### src/rtl/lockpick_host_driver.sv
// Host-side initiator for the lockpick byte protocol.
// Serialises a key pair into the game and returns its 16-byte reply.
module lockpick_host_driver #(
    parameter int BYTE_GAP     = 0,
    parameter int RESP_TIMEOUT = 64
) (
    input  logic         clk,
    input  logic         rst_n,
    input  logic         cmd_valid,
    output logic         cmd_ready,
    input  logic [127:0] cmd_key_a,
    input  logic [127:0] cmd_key_b,
    output logic         rsp_valid,
    input  logic         rsp_ready,
    output logic [127:0] rsp_msg,
    output logic [1:0]   rsp_status,
    output logic         rsp_timeout,
    output logic [1:0]   attempt_num,
    output logic         in_game,
    output logic         game_start,
    output logic         game_input_enable,
    output logic [7:0]   game_input_data,
    input  logic         game_output_valid,
    input  logic [7:0]   game_output_data,
    input  logic [1:0]   game_status
);

    typedef enum logic [2:0] {
        IDLE, START, SEND, GAP, WAIT_RSP, RECV, DONE
    } state_t;

    localparam logic [15:0] GAP_LAST = 16'(BYTE_GAP > 0 ? BYTE_GAP - 1 : 0);
    localparam logic [15:0] TO_LAST  = 16'(RESP_TIMEOUT - 1);

    state_t       state;
    logic [255:0] shift;
    logic [4:0]   byte_cnt;
    logic [3:0]   rx_idx;
    logic [15:0]  gap_cnt;
    logic [15:0]  timer;
    logic [1:0]   attempt_inc;

    assign attempt_inc       = (attempt_num == 2'd3) ? 2'd3 : attempt_num + 2'd1;
    assign game_start        = (state == START);
    assign game_input_enable = (state == SEND);
    assign game_input_data   = (state == SEND) ? shift[7:0] : 8'h00;
    assign rsp_valid         = (state == DONE);

    always_ff @(posedge clk or negedge rst_n) begin
        if (!rst_n) begin
            state       <= IDLE;
            cmd_ready   <= 1'b0;
            shift       <= '0;
            byte_cnt    <= '0;
            rx_idx      <= '0;
            gap_cnt     <= '0;
            timer       <= '0;
            rsp_msg     <= '0;
            rsp_status  <= '0;
            rsp_timeout <= 1'b0;
            attempt_num <= '0;
            in_game     <= 1'b0;
        end else begin
            unique case (state)
                IDLE: begin
                    cmd_ready <= 1'b1;
                    if (cmd_ready && cmd_valid) begin
                        cmd_ready   <= 1'b0;
                        shift       <= {cmd_key_b, cmd_key_a};
                        byte_cnt    <= '0;
                        rsp_msg     <= '0;
                        rsp_status  <= '0;
                        rsp_timeout <= 1'b0;
                        if (!in_game) attempt_num <= '0;
                        state <= in_game ? SEND : START;
                    end
                end
                START: state <= SEND;
                SEND: begin
                    shift    <= shift >> 8;
                    byte_cnt <= byte_cnt + 5'd1;
                    if (byte_cnt == 5'd31) begin
                        state  <= WAIT_RSP;
                        timer  <= '0;
                        rx_idx <= '0;
                    end else if (BYTE_GAP > 0) begin
                        state   <= GAP;
                        gap_cnt <= '0;
                    end
                end
                GAP: begin
                    if (gap_cnt == GAP_LAST) state <= SEND;
                    else gap_cnt <= gap_cnt + 16'd1;
                end
                WAIT_RSP, RECV: begin
                    if (game_output_valid) begin
                        rsp_msg[{rx_idx, 3'b000} +: 8] <= game_output_data;
                        rx_idx <= rx_idx + 4'd1;
                        timer  <= '0;
                        state  <= RECV;
                        if (rx_idx == 4'd15) begin
                            rsp_status  <= game_status;
                            in_game     <= (game_status == 2'b01);
                            attempt_num <= attempt_inc;
                            state       <= DONE;
                        end
                    end else if (timer == TO_LAST) begin
                        // Partial message is kept so the host can inspect it.
                        rsp_timeout <= 1'b1;
                        rsp_status  <= 2'b00;
                        in_game     <= 1'b0;
                        attempt_num <= attempt_inc;
                        state       <= DONE;
                    end else begin
                        timer <= timer + 16'd1;
                    end
                end
                DONE: begin
                    if (rsp_ready) begin
                        state     <= IDLE;
                        cmd_ready <= 1'b1;
                    end
                end
                default: state <= IDLE;
            endcase
        end
    end

endmodule

### config.mk
export PLATFORM = sky130hd
export DESIGN_NAME = lockpick_host_driver
export DESIGN_NICKNAME = d
export VERILOG_FILES = /design/src/rtl/lockpick_host_driver.sv
export SDC_FILE = /design/constraint.sdc
export NUM_CORES = 1
export LEC_CHECK = 0
export ABC_AREA = 1
export CAP_MARGIN = 20
export CORE_MARGIN = 2
export CORE_UTILIZATION = 56
export DETAILED_ROUTE_END_ITERATION = 8
export PLACE_DENSITY = 0.93
export SYNTH_ARGS = -nofsm -noshare
export SYNTH_HDL_FRONTEND = slang
export SYNTH_SLANG_ARGS = --single-unit
### constraint.sdc
create_clock -name clk -period 5.4 [get_ports clk]
set_clock_uncertainty 0.15 [all_clocks]
set_input_delay 0.81 -clock clk [delete_from_list [all_inputs] [get_ports clk]]
set_output_delay 0.81 -clock clk [all_outputs]
set_load 0.005 [all_outputs]
# Yosys cells after proc, flatten, opt, wreduce, memory -nomap -nowiden
# Index checks and enable logic that the tools add are counted.
[word_totals]
reg_bits = 435
out_inout_bits = 146
wordCells = 111
[classes]
n_addsub = 6
n_eq_ne = 23
shifts = 2
reduce_logical = 20
muxes = 47
n_bitwise = 1
[op_table]
columns = ["op", "n"]
rows = [
  ["256-bit one-hot mux with 2 select lines", 1],
  ["128-bit two-way mux", 2],
  ["256-bit two-way mux", 1],
  ["128-bit one-hot mux with 2 select lines", 1],
  ["128-bit bitwise mux", 1],
  ["8-bit by 9-bit variable shift with 128-bit output, first input constant", 1],
  ["8-bit by 9-bit indexed part select with 128-bit output", 1],
  ["16-bit two-way mux", 3],
  ["16-bit by 1-bit adder with 16-bit output, second input constant", 2],
  ["16-bit one-hot mux with 2 select lines", 1],
  ["2-bit two-way mux", 12],
  ["3-bit two-way mux", 6],
  ["3-bit one-hot mux with 6 select lines", 1],
  ["16-bit by 6-bit equality test with 1-bit output, second input constant", 1],
  ["16-bit logical NOT", 1],
  ["2-bit != test, second input constant", 6],
  ["3-bit AND reduction", 4],
  ["5-bit one-hot mux with 2 select lines", 1],
  ["5-bit AND reduction", 2],
  ["2-bit nonzero test", 5],
  ["3-bit equality test, second input constant", 3],
  ["3-bit != test, second input constant", 3],
  ["7-bit negator with 9-bit output", 1],
  ["1-bit two-way mux", 8],
  ["other kinds (22)", 31],
]

# Longest topological paths before layout
# Gate-level depths: netlist (run 1).
[logic_depth]
ltp_word = 5
ltp_mapped = 12

# Worst setup path before layout (run 1)
# OpenSTA, ideal clock, no wires.
[synth_path]
kind = "reg2out"
start = "register state[2]"
end = "output game_input_data[0]"
path_stages_with_launch = 6
arrival_ps = 1178
path_buffers = 2
required_ps = 4440
slack_ps = 3262
path_cell_list = "dfrtp_1 -> inv_2 -> nand3_2 -> buf_2 -> buf_1 -> nor2_1"
[synth_between]
elab_chain_len = 2
[synth_lines]
columns = ["element", "line_no", "rtl"]
rows = [
  ["from (decl)", "35", "state_t state;"],
  ["from (signal assigned)", "75", "state <= in_game ? SEND : START;"],
  ["3-bit by 2-bit equality test with 1-bit output", "46", "assign game_input_data = (state == SEND) ? shift[7:0] : 8'h00;"],
  ["8-bit two-way mux", "46", ""],
  ["to (decl)", "22", "output logic [7:0] game_input_data,"],
]
# No other way between the ends.

# Worst setup path after layout (run 1)
[layout_path]
start = "register state[1]"
end = "output game_input_data[2]"
# Same word-level chain as after synthesis.

==> reports/metrics.yaml, run 1 <==
syn_to_final_growth_pct: 29.1
status: "complete, no violations"
root_buffer: "clkbuf_16"
p_per_area_nw_per_um2: 481
drc: 0
synth_edf_count: 0
cp.arrival_ns: 3.13
core-area_um2: 35400
globalRouteMet3Util_pct: 8.93
yosys_warnings: 0
drt_pass1_iterations: 8
h-tree-depth: 2
drtIter0Drc: 1946
wl_per_cell_um: 19.3
drive_above_1_share_pct: 4.55
synth_cells: 2479
final_hold_viol_count: 0
yosys.area.top_type_share_pct: 54.3
end_kind: "primary output"
synth.distinct_cells: 36
place.port_buffers: 416
use_met2_pct: 53.6
die_w_um: 193
yosys_most_used_dff: "dfrtp_1"
grt_pass1_vias: 19200
tightest_slew_ns: 1.11
fp.dieH_um: 193
internal_power_w: 0.00758
rsz0062_at_grt: "no"
switching_share_pct: 39.2
path_class: "register to primary output"
gr-total-overflow: 0
worstPathMaxFanout: 54
clkTransAtPathRegs_ns: 0.06
antenna_found_initial: 10
cts_buffers: 46
syn_nets: 2759
fp-row-count: 69
synth-seq-cells: 435
setup_tns_ns: 0
gp_congestion: 0.937
r2r_slack_ns: 1.97
wl_um: 64200
drv_slew: 0
initial_core_util_pct: 56.7
fmax_mhz: 245
yosys.area.top_type: "dfrtp_1"
synth_area_per_cell_um2: 8.09
ctsHoldBuffers: 0
grt_start_max_net_pins: 233
grt_pass1_wl_um: 101000
fin_crit_ns: 4.09
pre_cts_slack_ns: 1.78
clock-sinks: 435
ios: 417
pwr-share-comb_pct: 35.1
grtUsageMet1_pct: 41.8
fill_cells: 2260
place_hpwl_um: 41500
drtAntennaViolNets: 0
top_usage_layer: "met2"
rr_worst_depth: 5
static-leakage-power_nw: 11.3
finalSetupViolCount: 0
clkPwrFrac_pct: 25.9
cts_buffer_depth: 3
power_switching_w: 0.00488
worstSetupStartpointType: "register"
cap_violations: 0
peakVddDrop_uv: 529
worstReg2RegStart: "state[1]"
cts_resized: 0
avgViaCountPerCell: 5.88
fin_crit_sh_pct: 75.7
num_vias: 19600
clock_latency_ns: 0.57
timing.rr.end: "shift[33]"
nNetsFinal: 3106
syn_area_um2: 20100
die_area_um2: 37300
ys_top_cells_by_area: "dfrtp_1 (54%), nor3_1 (12%), nor2_1 (11%), nand2_1 (8.8%), buf_2 (2.1%)"
cts_tree: "built"
ys_async_sr_fraction_pct: 100
required_ns: 4.44
grt_usage_pct: 33.3
maxSlewHeadroom_pct: 25.9
hold_class: "input pin to async pin"
synth_seq_area_share_pct: 54.3
timing.final.ws_setup_ns: 1.31
seqPwrFrac_pct: 38.9
cts_setup_buffers: 0
per-stage QoR:
stage / area (µm²) / hold WS [ns] / std cells / total power (W) / utilization (%)
CTS: 25900 / 0.146 / 3319 / 0.0124 / 73.1
finish: 25900 / 0.119 / 3327 / 0.0125 / 73.2
global route: 25900 / 0.170 / 3327 / 0.0131 / 73.2
floorplan: 20100 / 0.299 / 2479 / 0.00777 / -
global placement: 24300 / 0.303 / 3239 / 0.00884 / 68.8
detailed placement: 24300 / 0.312 / 3239 / 0.00908 / 68.8
power groups by stage:
stage / combinational, W / sequential, W / clock [W]
6_report: 0.00438 / 0.00485 / 0.00323
5_1_grt: 0.00481 / 0.00492 / 0.00339
4_1_cts: 0.00433 / 0.00482 / 0.00323
3_5_place_dp: 0.00424 / 0.00485 / 0
3_3_place_gp: 0.00405 / 0.00479 / 0
2_1_floorplan: 0.00311 / 0.00467 / 0
final cells by class:
| class | instances | area, µm² | share of cell area [%] |
|---|---|---|---|
| inverter | 116 | 445 | 1.72 |
| tap | 461 | 577 | 2.23 |
| antenna | 8 | 20.0 | 0.0773 |
| sequential | 435 | 10900 | 42.0 |
| multi-input combinational | 1798 | 8100 | 31.3 |
| timing repair buffer | 429 | 4340 | 16.8 |
| clock inverter | 13 | 171 | 0.662 |
| clock buffer | 67 | 1360 | 5.26 |
per-layer routing:
metal,routed length (µm),vias up
met5,27,-
met2,30200,1157
met1,23800,9397
met3,6680,247
met4,3540,4
li1,-,8762
logic make-up after synthesis:
family | count (synthesis) | synth area share (%)
AOI/OAI and AO/OA | 91 | 2.42
and+or+nand+nor | 1686 | 36.8
adders and majority gates | 9 | 0.561
DFF | 435 | 54.3
buffers and inverters | 246 | 5.46
xor gates and xnor gates | 12 | 0.524
worst max-delay path by stage:
stage	slack (ns)	to	from	cells past startpoint
floorplan	3.26	game_input_data[0]	state[2]	5
global placement	1.93	rsp_msg[74]	cmd_valid	9
detailed placement	1.78	rsp_msg[79]	cmd_valid	9
CTS	1.34	game_input_data[1]	state[1]	4
global route	1.21	game_input_data[0]	state[1]	4
finish	1.31	game_input_data[2]	state[1]	4
state kept, by name, indices dropped and copies added (netlist names), 2 cells and up:
register     count
rsp_status       2
attempt_num      2
rx_idx           4
state            3
timer           16
gap_cnt         16
byte_cnt         5
shift          256
rsp_msg        128
critical path, stage by stage, from the launching register on:
cell and delay [ns]:
dfrtp_1 0.64, nand3_4 0.65, buf_4 0.56, nor2_1 0.15
clkdlybuf4s50_1 0.52
cell usage in the layout (no fill, tap or decap), types with 2 or more instances in the layout:
cell type,count
inv_2,6
xnor2_1,3
ha_1,9
clkbuf_8,9
clkbuf_16,48
o21ai_0,61
nand4_1,37
diode_2,8
dfrtp_1,435
nand2_2,10
inv_1,107
a21oi_1,5
inv_8,2
clkdlybuf4s50_1,415
nand3_1,73
buf_12,6
a211oi_1,8
clkinv_2,8
clkbuf_1,10
o21ai_1,13
or2_2,2
nor3_1,499
bufinv_16,3
xor2_1,9
nand2_4,10
nor2_1,567
buf_4,7
nor2_4,11
nand2_1,471
cells in the mapped netlist (2+ instances only):
library cell,instances
a211oi_1,8
a21oi_1,5
buf_1,8
buf_2,84
buf_4,8
buf_6,3
clkbuf_1,26
dfrtp_1,435
ha_1,9
inv_1,107
inv_2,7
nand2_1,471
nand2_2,11
nand2_4,10
nand3_1,73
nand4_1,37
nor2_1,567
nor2_4,11
nor3_1,499
o21ai_0,61
o21ai_1,13
or2_2,2
xnor2_1,3
xor2_1,9
(Power assumes the default switching activity.)
==> run 2: changes to the inputs <==
--- a/config.mk
+++ b/config.mk
@@ -8,9 +8,9 @@
 export ABC_AREA = 1
 export CAP_MARGIN = 20
 export CORE_MARGIN = 2
-export CORE_UTILIZATION = 56
+export CORE_UTILIZATION = 47
 export DETAILED_ROUTE_END_ITERATION = 8
-export PLACE_DENSITY = 0.93
+export PLACE_DENSITY = 0.84
 export SYNTH_ARGS = -nofsm -noshare
 export SYNTH_HDL_FRONTEND = slang
 export SYNTH_SLANG_ARGS = --single-unit
==> constraint.sdc (replaced) <==
create_clock -name clk -period 3.5 [get_ports clk]
set_clock_uncertainty 0.15 [all_clocks]
set_input_delay 0.525 -clock clk [delete_from_list [all_inputs] [get_ports clk]]
set_output_delay 0.525 -clock clk [all_outputs]
set_load 0.005 [all_outputs]
==> run 2 against run 1 <==
Against the previous run:
- sequential cell count unchanged
- cell area increased by 1.5%
- critical endpoint unchanged
- wire length down 2.3%
- first-iteration DRC count grew 3.3%
- combinational power up 55%
- critical path type unchanged
- via count down 3.5%
- utilization decreased by 11 points
- clock power rose by 63%
- worst setup slack got worse by 1.2 ns
- critical path depth did not move
- global-route usage is 5.3 points lower
- count of clock-buffer cells in the layout down 3
==> reports/metrics.yaml, run 2 (synthesis results as in run 1) <==
status: "complete, no violations"
setup_tns_ns: 0  # unchanged
path_class: "register to primary output"
path_cells: "nand3_4 > buf_4 > nor2_1 > clkdlybuf4s50_1"
m1WireLength_um: 24700  # +3.7%
wl_met3_um: 5820  # -13%
die_area_um2: 44300  # +19%
grt_start_max_net_pins: 152  # -35%
final_hold_viol_count: 0  # unchanged
fill_cells: 3408  # +51%
hold_start: "rsp_msg[41]"
fin_crit_ns: 3.35
drc: 0  # unchanged
wl_um: 62700  # -2.3%
cp.arrival_ns: 2.68  # -0.45 ns
rr_worst_depth: 12  # +7
clkTransAtPathRegs_ns: 0.06  # about the same
whs_endpoint: "rsp_msg[41]"
fin_area_um2: 26300  # +1.5%
num_vias: 18900  # -3.5%
grt_usage_pct: 27.9  # -5.3 points
core-area_um2: 42000  # +19%
cts_buffer_depth: 3  # unchanged
largest_register_ffs: 256  # unchanged
grt_pass1_wl_um: 99000  # -2.1%
avgViaCountPerCell: 5.51  # -6.3%
gr-total-overflow: 0  # unchanged
r2r_slack_ns: 0.73  # -1.24 ns
fin_crit_sh_pct: 95.8
worstPathMaxFanout: 18  # -67%
clock_latency_ns: 0.60  # +0.03 ns
fp-row-count: 75  # +8.7%
p_per_area_nw_per_um2: 742  # +54%
drv_slew: 0  # unchanged
required_ns: 2.82  # -1.62 ns
h-tree-depth: 2  # unchanged
fp.dieH_um: 211  # +9.0%
finalNonFillerCells: 3427  # +3.0%
crit_buf_inv: 2  # unchanged
tightest_slew_ns: 0.810  # -0.301 ns
cts_tree: "built"
route.top_layer_used: "met5"
ios: 417  # unchanged
grt_pass1_vias: 18700  # -2.5%
antenna_found_initial: 4  # -6
maxSlewHeadroom_pct: 46.0  # +20 points
nNetsFinal: 3126  # +0.64%
static-leakage-power_nw: 11.5  # +1.4%
rsz0062_at_grt: "no"
drt_pass1_iterations: 5  # -3
worstSetupStartpointType: "register"
layout_common_cells: "nor2_1 (567), nor3_1 (499), nand2_1 (471)"
placedCellCount: 3336  # +3.0%
finalSetupViolCount: 0  # unchanged
gp_congestion: 0.915  # -2.4%
wl_per_cell_um: 18.3  # -5.1%
place.port_buffers: 416  # unchanged
root_buffer: "clkbuf_16"
final_common_cell: "nor2_1"
cts_setup_buffers: 0  # unchanged
placed_area_um2: 24600  # +1.2%
cap_violations: 0  # unchanged
clock-sinks: 435  # unchanged
drtAntennaViolNets: 0  # unchanged
drive_above_1_share_pct: 5.51  # +0.96 points
met2_length_um: 29400  # -2.6%
timing.rr.end: "rsp_msg[71]"
holdPathStages: 2
largest-register: "shift"
initial_core_util_pct: 47.7  # -9.0 points
crit_family: "buffers and inverters"
cpMaxStageDelayCell: "dfrtp_1"
fmax_mhz: 298
die_w_um: 211  # +9.0%
crit_cells: 4  # unchanged
place_hpwl_um: 43400  # +4.7%
max_stage_delay_ns: 0.62  # -0.03 ns
top_regs: "shift: 256 flops, rsp_msg: 128 flops"
peakVddDrop_uv: 464  # -12%
drtIter0Drc: 2010  # +3.3%
worstReg2RegStart: "rx_idx[0]"
hold_class: "register to register"
syn_to_final_growth_pct: 31.1
end_kind: "primary output"
cts_buffers: 46  # unchanged
-- run 2: changes by cell type in the layout (fill, tap and decap cells not counted), moves of 2 or more --
cell,previous run,this run
clkinvlp_4,0,2
clkbuf_8,9,11
bufinv_16,3,6
buf_4,7,22
clkinv_2,8,12
diode_2,8,4
clkbuf_1,10,6
buf_12,6,10
-- run 2: final cells by class --
type | instances | area [µm²] | area share, %
repair buffers | 449 | 4540 | 17.3
multi-input cells | 1798 | 8100 | 30.8
clock inverters | 22 | 284 | 1.08
flip-flops and latches | 435 | 10900 | 41.4
well taps | 539 | 674 | 2.57
diodes | 4 | 10.0 | 0.0381
inverters | 116 | 445 | 1.69
clock buffers | 64 | 1350 | 5.14
-- run 2: timing repair --
item	CTS	global route
hold endpoints to repair	71	0
resized for setup	0	0
hold buffers	1	0
-- run 2: layer usage --
layer | track usage [%] | vias up
met1 | 34.8 | 9068
met5 | 0 | -
li1 | - | 8794
met2 | 45.3 | 841
met4 | 13.1 | 2
met3 | 7.70 | 186
-- run 2: through the flow --
stage | setup slack [ns] | hold slack (ns) | util [%] | total power (W)
4_1_cts | 0.115 | 0.324 | 62.5 | 0.0195
6_report | 0.148 | 0.320 | 62.5 | 0.0195
5_1_grt | 0.0410 | 0.348 | 62.5 | 0.0207
3_3_place_gp | 0.706 | 0.304 | 58.6 | 0.0139
3_5_place_dp | 0.599 | 0.309 | 58.6 | 0.0142
2_1_floorplan | 1.63 | 0.0794 | - | 0.0120
-- run 2: worst register-to-register path: cells and delay by family (launching register included) --
| family | cells | cell delay (ns) |
|---|---|---|
| simple gates | 7 | 1.33 |
| flops | 1 | 0.32 |
| fa+ha+maj | 1 | 0.24 |
| buf+inv | 4 | 0.63 |
-- run 2: worst max path at each step --
stage / end / from
after floorplan: rsp_msg[106] / rx_idx[0]
after global placement: shift[52] / cmd_valid
after detailed placement: rsp_msg[74] / cmd_valid
after CTS: game_input_data[2] / state[1]
after global routing: game_input_data[2] / state[1]
final: game_input_data[2] / state[1]
-- run 2: power by group --
group	switching (W)	internal, W
Clock	0.00213	0.00315
Sequential	0.000900	0.00652
Combinational	0.00445	0.00236
==> run 3: changes to the inputs <==
--- a/config.mk
+++ b/config.mk
@@ -9,6 +9,7 @@
 export CAP_MARGIN = 20
 export CORE_MARGIN = 2
 export CORE_UTILIZATION = 47
+export CTS_CLUSTER_DIAMETER = 120
 export DETAILED_ROUTE_END_ITERATION = 8
 export PLACE_DENSITY = 0.84
 export SYNTH_ARGS = -nofsm -noshare
==> results of run 3 <==
Final layout, timing and power as in run 2 (identical DEF).
